### config.mk
export PLATFORM = sky130hd
export DESIGN_NAME = memb_skew_feeder
export DESIGN_NICKNAME = d
export VERILOG_FILES = /design/src/rtl/systolic_pkg.sv /design/src/rtl/skew_delay.sv /design/src/rtl/memb_skew_feeder.sv
export SDC_FILE = /design/constraint.sdc
export NUM_CORES = 1
export LEC_CHECK = 0
export BUFFER_PORTS_ARGS = -buffer_cell sky130_fd_sc_hd__buf_2
export CAP_MARGIN = 20
export CORE_MARGIN = 2
export CORE_UTILIZATION = 50
export DETAILED_ROUTE_END_ITERATION = 8
export PLACE_DENSITY = 0.72
export SYNTH_ARGS = -nofsm -noshare
export SYNTH_HDL_FRONTEND = slang
export SYNTH_HIERARCHICAL = 1
export SYNTH_SLANG_ARGS = --single-unit
### constraint.sdc
create_clock -name clk -period 1.91 [get_ports clk]
set_input_delay 0.191 -clock clk [delete_from_list [all_inputs] [get_ports clk]]
set_output_delay 0.191 -clock clk [all_outputs]
set_load 0.05 [all_outputs]
### src/rtl/systolic_pkg.sv
// rtl/systolic_pkg.sv - shared types for the systolic array operand feeders
package systolic_pkg;

    localparam int ELEM_BITS = 8;

    typedef logic signed [ELEM_BITS-1:0] elem_t;

    typedef enum logic [1:0] {
        IDLE  = 2'd0,
        FILL  = 2'd1,
        DRAIN = 2'd2
    } feed_state_t;

endpackage

### src/rtl/skew_delay.sv
// rtl/skew_delay.sv - enable-gated data+valid shift line, DEPTH=0 is a wire
module skew_delay #(
    parameter int DEPTH = 1,
    parameter int BITS  = 8
) (
    input  logic            clk,
    input  logic            rst_n,
    input  logic            clr,
    input  logic            en,
    input  logic [BITS-1:0] d,
    input  logic            dv,
    output logic [BITS-1:0] q,
    output logic            qv
);

    generate
        if (DEPTH == 0) begin : g_wire
            logic unused;
            assign unused = &{1'b0, clk, rst_n, clr, en};
            assign q      = d;
            assign qv     = dv;
        end else begin : g_shift
            logic [BITS-1:0] sh  [DEPTH];
            logic [DEPTH-1:0] shv;

            always_ff @(posedge clk or negedge rst_n) begin
                if (!rst_n) begin
                    for (int i = 0; i < DEPTH; i++) sh[i] <= '0;
                    shv <= '0;
                end else if (clr) begin
                    for (int i = 0; i < DEPTH; i++) sh[i] <= '0;
                    shv <= '0;
                end else if (en) begin
                    sh[0]  <= d;
                    shv[0] <= dv;
                    for (int i = 1; i < DEPTH; i++) begin
                        sh[i]  <= sh[i-1];
                        shv[i] <= shv[i-1];
                    end
                end
            end

            assign q  = sh[DEPTH-1];
            assign qv = shv[DEPTH-1];
        end
    endgenerate

endmodule

### src/rtl/memb_skew_feeder.sv
// rtl/memb_skew_feeder.sv - streaming B-operand feeder producing the skewed wavefront
module memb_skew_feeder
    import systolic_pkg::*;
#(
    parameter int BITS_AB = 8,
    parameter int DIM     = 8,
    parameter int ROWS    = 8
) (
    input  logic                   clk,
    input  logic                   rst_n,
    input  logic                   clr,
    input  logic                   start,
    input  logic                   in_valid,
    output logic                   in_ready,
    input  logic [DIM*BITS_AB-1:0] Bin,
    input  logic                   adv,
    output logic [DIM*BITS_AB-1:0] Bout,
    output logic [DIM-1:0]         Bout_vld,
    output logic                   busy,
    output logic                   done
);

    localparam int RW = $clog2(ROWS + 1);
    localparam int DW = $clog2(DIM + 1);

    feed_state_t      state, state_d;
    logic [RW-1:0]    row_cnt, row_d;
    logic [DW-1:0]    drain_cnt, drain_d;
    logic             fill, drain, step;
    logic [DIM*BITS_AB-1:0] line_q;
    logic [DIM-1:0]         line_qv;

    assign fill     = (state == FILL);
    assign drain    = (state == DRAIN);
    assign step     = adv & ((fill & in_valid) | drain);
    assign in_ready = fill & adv;
    assign busy     = (state != IDLE);

    // Column c sees c cycles of delay; draining pushes signed zeros with valid low.
    generate
        for (genvar c = 0; c < DIM; c++) begin : g_col
            skew_delay #(
                .DEPTH(c),
                .BITS (BITS_AB)
            ) u_dly (
                .clk  (clk),
                .rst_n(rst_n),
                .clr  (clr),
                .en   (step),
                .d    (fill ? Bin[c*BITS_AB +: BITS_AB] : {BITS_AB{1'b0}}),
                .dv   (fill),
                .q    (line_q[c*BITS_AB +: BITS_AB]),
                .qv   (line_qv[c])
            );
        end
    endgenerate

    always_ff @(posedge clk or negedge rst_n) begin
        if (!rst_n) begin
            Bout     <= '0;
            Bout_vld <= '0;
        end else if (clr) begin
            Bout     <= '0;
            Bout_vld <= '0;
        end else if (step) begin
            Bout     <= line_q;
            Bout_vld <= line_qv;
        end
    end

    always_ff @(posedge clk or negedge rst_n) begin
        if (!rst_n) begin
            state     <= IDLE;
            row_cnt   <= '0;
            drain_cnt <= '0;
        end else if (clr) begin
            state     <= IDLE;
            row_cnt   <= '0;
            drain_cnt <= '0;
        end else begin
            state     <= state_d;
            row_cnt   <= row_d;
            drain_cnt <= drain_d;
        end
    end

    always_comb begin
        state_d = state;
        row_d   = row_cnt;
        drain_d = drain_cnt;
        done    = 1'b0;
        case (state)
            IDLE: begin
                if (start) state_d = FILL;
            end
            FILL: begin
                if (step) begin
                    if (row_cnt == RW'(ROWS - 1)) begin
                        row_d   = '0;
                        state_d = DRAIN;
                    end else begin
                        row_d = row_cnt + 1'b1;
                    end
                end
            end
            DRAIN: begin
                if (step) begin
                    if (drain_cnt == DW'(DIM - 1)) begin
                        drain_d = '0;
                        done    = ~clr;
                        state_d = start ? FILL : IDLE;
                    end else begin
                        drain_d = drain_cnt + 1'b1;
                    end
                end
            end
            default: state_d = IDLE;
        endcase
    end

endmodule

Yosys cells after proc, flatten, opt, wreduce, memory -nomap -nowiden
Index checks and enable logic that the tools add are counted.

Bits in registers: 334. Latch bits: 0. Memory bits (writable): 0. Bits in read-only memories: 0. Input bits: 70. Output and inout bits: 75. Word-level logic and storage cells: 123. Memories kept: 0.

$add $sub $neg: 2. $mul: 0. Div/mod/pow operators: 0. Magnitude comparators: 0. Equality and inequality tests: 9. Shift-type cells: 0. Mux-type cells: 59. Bitwise gates (word level): 5. Reductions and logical operators: 8.

Operators by type and width (number): $mux W64 (2); $mux W56 (2); $mux W48 (2); $mux W8 (12); $mux W40 (2); $mux W32 (2); $mux W24 (2); $mux W4 (10); $mux W16 (2); $mux W2 (8); $mux W7 (2); $mux W6 (2); $ne A3 B2 Y1 const B (4); $mux W5 (2); $add A4 B1 Y4 const B (2); $eq A4 B3 Y1 const B (2); $reduce_bool A2 Y1 (4); $mux W1 (6); $mux W3 (2); $pmux W2 S3 (1); $reduce_and A5 Y1 (1); $reduce_and A2 Y1 (2); $and A1 B1 Y1 (3); $ne A3 B3 Y1 const B (1); other kinds (5) (5).

Longest topological paths before layout
Depth after elaboration: 7. Mapped depth: 9. Depth with buffers taken out: 4.

Cells and area by module
The synthesis kept the hierarchy.

Modules (own cells, without submodules): memb_skew_feeder (times used 1, cells an instance 463, area each 4120.2 µm²); skew_delay (g_col[7].u_dly) (times used 1, cells an instance 211, area each 2662.6 µm²); skew_delay (g_col[6].u_dly) (times used 1, cells an instance 182, area each 2265.9 µm²); skew_delay (g_col[5].u_dly) (times used 1, cells an instance 153, area each 1920.6 µm²); skew_delay (g_col[4].u_dly) (times used 1, cells an instance 124, area each 1546.5 µm²); skew_delay (g_col[3].u_dly) (times used 1, cells an instance 95, area each 1173.6 µm²); skew_delay (g_col[2].u_dly) (times used 1, cells an instance 66, area each 799.5 µm²); skew_delay (g_col[1].u_dly) (times used 1, cells an instance 29, area each 364.1 µm²); skew_delay (g_col[0].u_dly) (times used 1, cells an instance 9, area each 67.6 µm²).

Worst setup path after synthesis
No wires, ideal clock.

Path type: register to output. Start: reg state[0]. End: out done. Arrival time: 2508 ps. Data required time: 1719 ps. Slack: -789 ps. Cell stages (with the launch flop): 6. Path buffers: 3. Cell sequence: dfrtp_1 > buf_4 > nand3b_4 > buf_4 > buf_2 > nor4_1.

Word-level cells in the longest chain between the ends: 6. Elaborated cells between the ends (all ways): 7. Those cells by class: eq/ne (2); mux (2); bitwise (3).

RTL lines: from (decl) (RTL line memb_skew_feeder.sv:26) `feed_state_t state, state_d;`; from (signal assigned) (RTL line memb_skew_feeder.sv:81) `state <= state_d;`; $eq A2 B1 Y1 (RTL line memb_skew_feeder.sv:33) `assign fill = (state == FILL);`; $and A1 B1 Y1 (RTL line memb_skew_feeder.sv:35) `assign step = adv & ((fill & in_valid) | drain);`; $or A1 B1 Y1 (RTL line memb_skew_feeder.sv:35); $and A1 B1 Y1 (RTL line memb_skew_feeder.sv:35); $mux W1 (RTL line memb_skew_feeder.sv:107) `if (step) begin`; $mux W1 (*) (RTL line memb_skew_feeder.sv:92) `case (state)`; to (decl) (RTL line memb_skew_feeder.sv:20) `output logic done`.

Mark *: on every way between the ends. The rest lies on a longest branch, timed or not.

Worst setup path after layout
Start: reg state[1]. End: out done.

The elaborated chain is that of the path after synthesis.

==> flow_metrics.py <==
metrics = {
    "outcome": {
        "outcome": "finished, final reports clean",
    },
    "timing": {
        "max_freq_mhz": 542.8,
        "setup_viol": 0,
        "skew_ns": 0.01545,
        "finalSetupTns_ns": 0,
        "finalCriticalPeriod_ns": 1.842,
        "maxSlewHeadroom": 0.5815,
        "grt_setup_unrepaired": "true",
        "finalWorstSetupSlack_ns": 0.06768,
        "tightest_slew_ns": 0.6278,
        "maxSlewViolCount": 0,
        "period_share": 0.9646,
        "report.final.hold_viol_count": 0,
    },
    "clock_network": {
        "clk_pin_slew_ns": 0.06,
        "cts.sinks": 334,
        "cts_tree": "yes",
        "htreeDepth": 2,
        "cts_buffers": 36,
        "clkLatencyLatePin_ns": 0.51,
        "clk_path_buf_depth": 3,
        "clock-root-buffer": "clkbuf_16",
    },
    "pwr": {
        "p_leak_uw": 0.007648,
        "clockPowerShare": 0.460,
        "power_uw": 14630,
        "combPwrFrac": 0.054,
        "power.share.switching": 0.2199,
        "pwr_density_cell_nw_per_um2": 870.6,
        "ir_worst_vdd_mv": 0.4854,
        "switchingPower_uw": 3218,
        "seqPwrFrac": 0.486,
        "p_int_uw": 11410,
    },
    "route": {
        "vias": 9632,
        "wl_per_cell_um": 16.26,
        "avgViaCountPerCell": 5.292,
        "antenna_left": 0,
        "drc": 0,
        "dr.pass1.iters": 5,
        "wl_mm": 29.59,
        "drtIter0Drc": 701,
    },
    "synthesis": {
        "synth_nets": 1404,
        "synth_edf_count": 0,
        "ys_top_cells_by_count": "dfrtp_1 (334), nor2_1 (258), mux2i_1 (253)",
        "synth_top_cell_by_area": "dfrtp_1",
        "syn_inst": 1332,
        "synth-main-ff-cell": "dfrtp_1",
        "synthMostInstantiatedCell": "dfrtp_1",
        "yosys_warnings": 6,
        "syn-cell-area_sq_um": 14920,
        "yosysSeqAreaShare": 0.5602,
        "synth_seq_cells": 334,
        "async_flop_share": 1.000,
        "avgSynthCellArea_sq_um": 11.20,
        "synth_area_leaders": "dfrtp_1 (56%), mux2i_1 (17%), nor2_1 (6.5%), buf_4 (3.2%), and2_1 (2.7%)",
        "yosysUniqueCellTypes": 35,
        "synth_top_area_frac": 0.5602,
    },
    "floorplan": {
        "std_cell_rows": 63,
        "initial_core_util": 0.5061,
        "die-area_sq_um": 31240,
        "die_h_um": 176.7,
        "io_pins": 145,
        "core_sq_um": 29480,
        "die-width_um": 176.7,
    },
    "worst_setup_path": {
        "arrival_ns": 1.65,
        "cp_max_fo": 5,
        "r2r_cells": 7,
        "reg2reg_from": "state[1]",
        "reg2reg_slack_ns": 0.12,
        "critPathCaptureType": "primary output",
        "crit_type": "flip-flop to primary output",
        "reg2reg_to": "g_col[5].u_dly/q[7]",
        "worst_setup_path_start_kind": "flip-flop",
        "cp.required_ns": 1.72,
    },
    "placed_design": {
        "io_buffers": 144,
        "hpwl_mm": 18.23,
        "gp_congestion": 0.7733,
        "place_area_sq_um": 15550,
        "place_ws_ns": 0.1480,
    },
    "hold_path": {
        "hold_end": "g_col[6].u_dly/g_shift.sh[41]",
        "hold_depth": 4,
        "min_from": "Bin[49]",
        "min_path_type": "input port to flip-flop",
    },
    "final_layout": {
        "final_layout_size_suffix_gt1_frac": 0.1809,
        "post-route-util": 0.5701,
        "fin_area_sq_um": 16810,
        "synthToLayoutAreaGrowth_pct": 12.65,
        "nets": 1473,
    },
    "grt": {
        "grt_max_degree": 88,
        "grt_pass1_wl_mm": 49.58,
        "grt_use_total": 0.1937,
        "grt_overflow": 0,
        "antenna_found_initial": 3,
        "first_global_vias": 9460,
    },
    "job": {
        "max_cap_violations": 0,
    },
}
## registers in the layout (all words and copies together) (netlist names)
signal and count:
Bout 64, g_col.u_dly/g_shift.sh 168, drain_cnt 4, g_col.u_dly/qv 1
g_col.u_dly/g_shift.shv 27, row_cnt 4, state 2, Bout_vld 8
g_col.u_dly/q 56
## per-stage QoR
| stage | hold WS [ns] | cells |
|---|---|---|
| after floorplan | -0.1046 | 1332 |
| after global placement | 0.2212 | 1745 |
| after detailed placement | 0.2165 | 1745 |
| after CTS | 0.01310 | 1815 |
| after global routing | 0.03513 | 1819 |
| final | 0.03096 | 1820 |
## metal layers
metal  vias up  part of all wire  global-route usage
li1       4594                 -                   -
met2       211              0.47              0.3039
met1      4782              0.46              0.2797
met3        45             0.049             0.03565
met4         0             0.019             0.04924
met5         -                 0                   0
## repair_timing
item                                    CTS  global route
buffers inserted                          5             2
endpoints found under the setup margin    2             2
gates cloned                              1             0
hold buffers                              1             0
gates resized for setup                   4             2
pin swaps                                 2             1
endpoints found under the hold margin    57             0
## cell families (layout without fill, tap and decap cells)
| logic type | after synthesis | count (layout) | share of synthesized area |
|---|---|---|---|
| multiplexers | 253 | 253 | 0.1697 |
| AO/OA/AOI/OAI | 156 | 156 | 0.05308 |
| buffers and inverters | 167 | 261 | 0.08637 |
| AND/OR/NAND/NOR | 419 | 419 | 0.1284 |
| other | 0 | 4 | 0 |
| XOR/XNOR | 1 | 1 | 0.0005871 |
| adder cells (fa/ha/maj) | 2 | 2 | 0.001677 |
| flip-flops | 334 | 334 | 0.5602 |
## cells in the final DEF, fill, tap and decap left out, types with 3 or more instances in the layout
master,n
clkbuf_1,9
a21oi_1,78
and2_1,65
mux2i_1,253
diode_2,4
dfrtp_1,333
buf_2,140
o21ai_1,74
buf_12,24
buf_4,26
nand2_1,4
inv_1,3
clkbuf_8,5
nand3_1,75
clkbuf_16,37
nor2_1,258
clkinv_2,7
## cell type report
class	instances	area (sq um)
multi-input cells	831	5330
inverters	3	11.26
clock buffers	51	1028
fillers	2507	12670
clock inverters	12	120.1
diodes	4	10.01
flip-flops and latches	334	8359
well taps	390	488.0
repair buffers	195	1460
## power by group through the flow
stage	Clock, uW	Sequential [uW]	Combinational [uW]
after floorplan	0	7250	475
after global routing	7230	7110	875
after detailed placement	0	7250	800
after CTS	6890	7110	809
after global placement	0	7240	794
final	6730	7110	792
## critical path: stages, from the launching register on
cell and delay (ns):
dfrtp_1 0.37, buf_6 0.14, nand3b_4 0.10, nor4_4 0.35, buf_12 0.19
## worst max-delay path by stage
stage                     slack [ns]         start                       endpoint
after floorplan                 0.01      state[1]  g_col[7].u_dly/g_shift.shv[0]
after global placement          0.19      state[0]  g_col[5].u_dly/g_shift.sh[30]
after detailed placement        0.15      state[0]            g_col[5].u_dly/q[7]
after CTS                      0.004  drain_cnt[1]                           done
after global routing           -0.02      state[1]                           done
final                           0.07      state[1]                           done
Power figures use the tool's default switching activity.
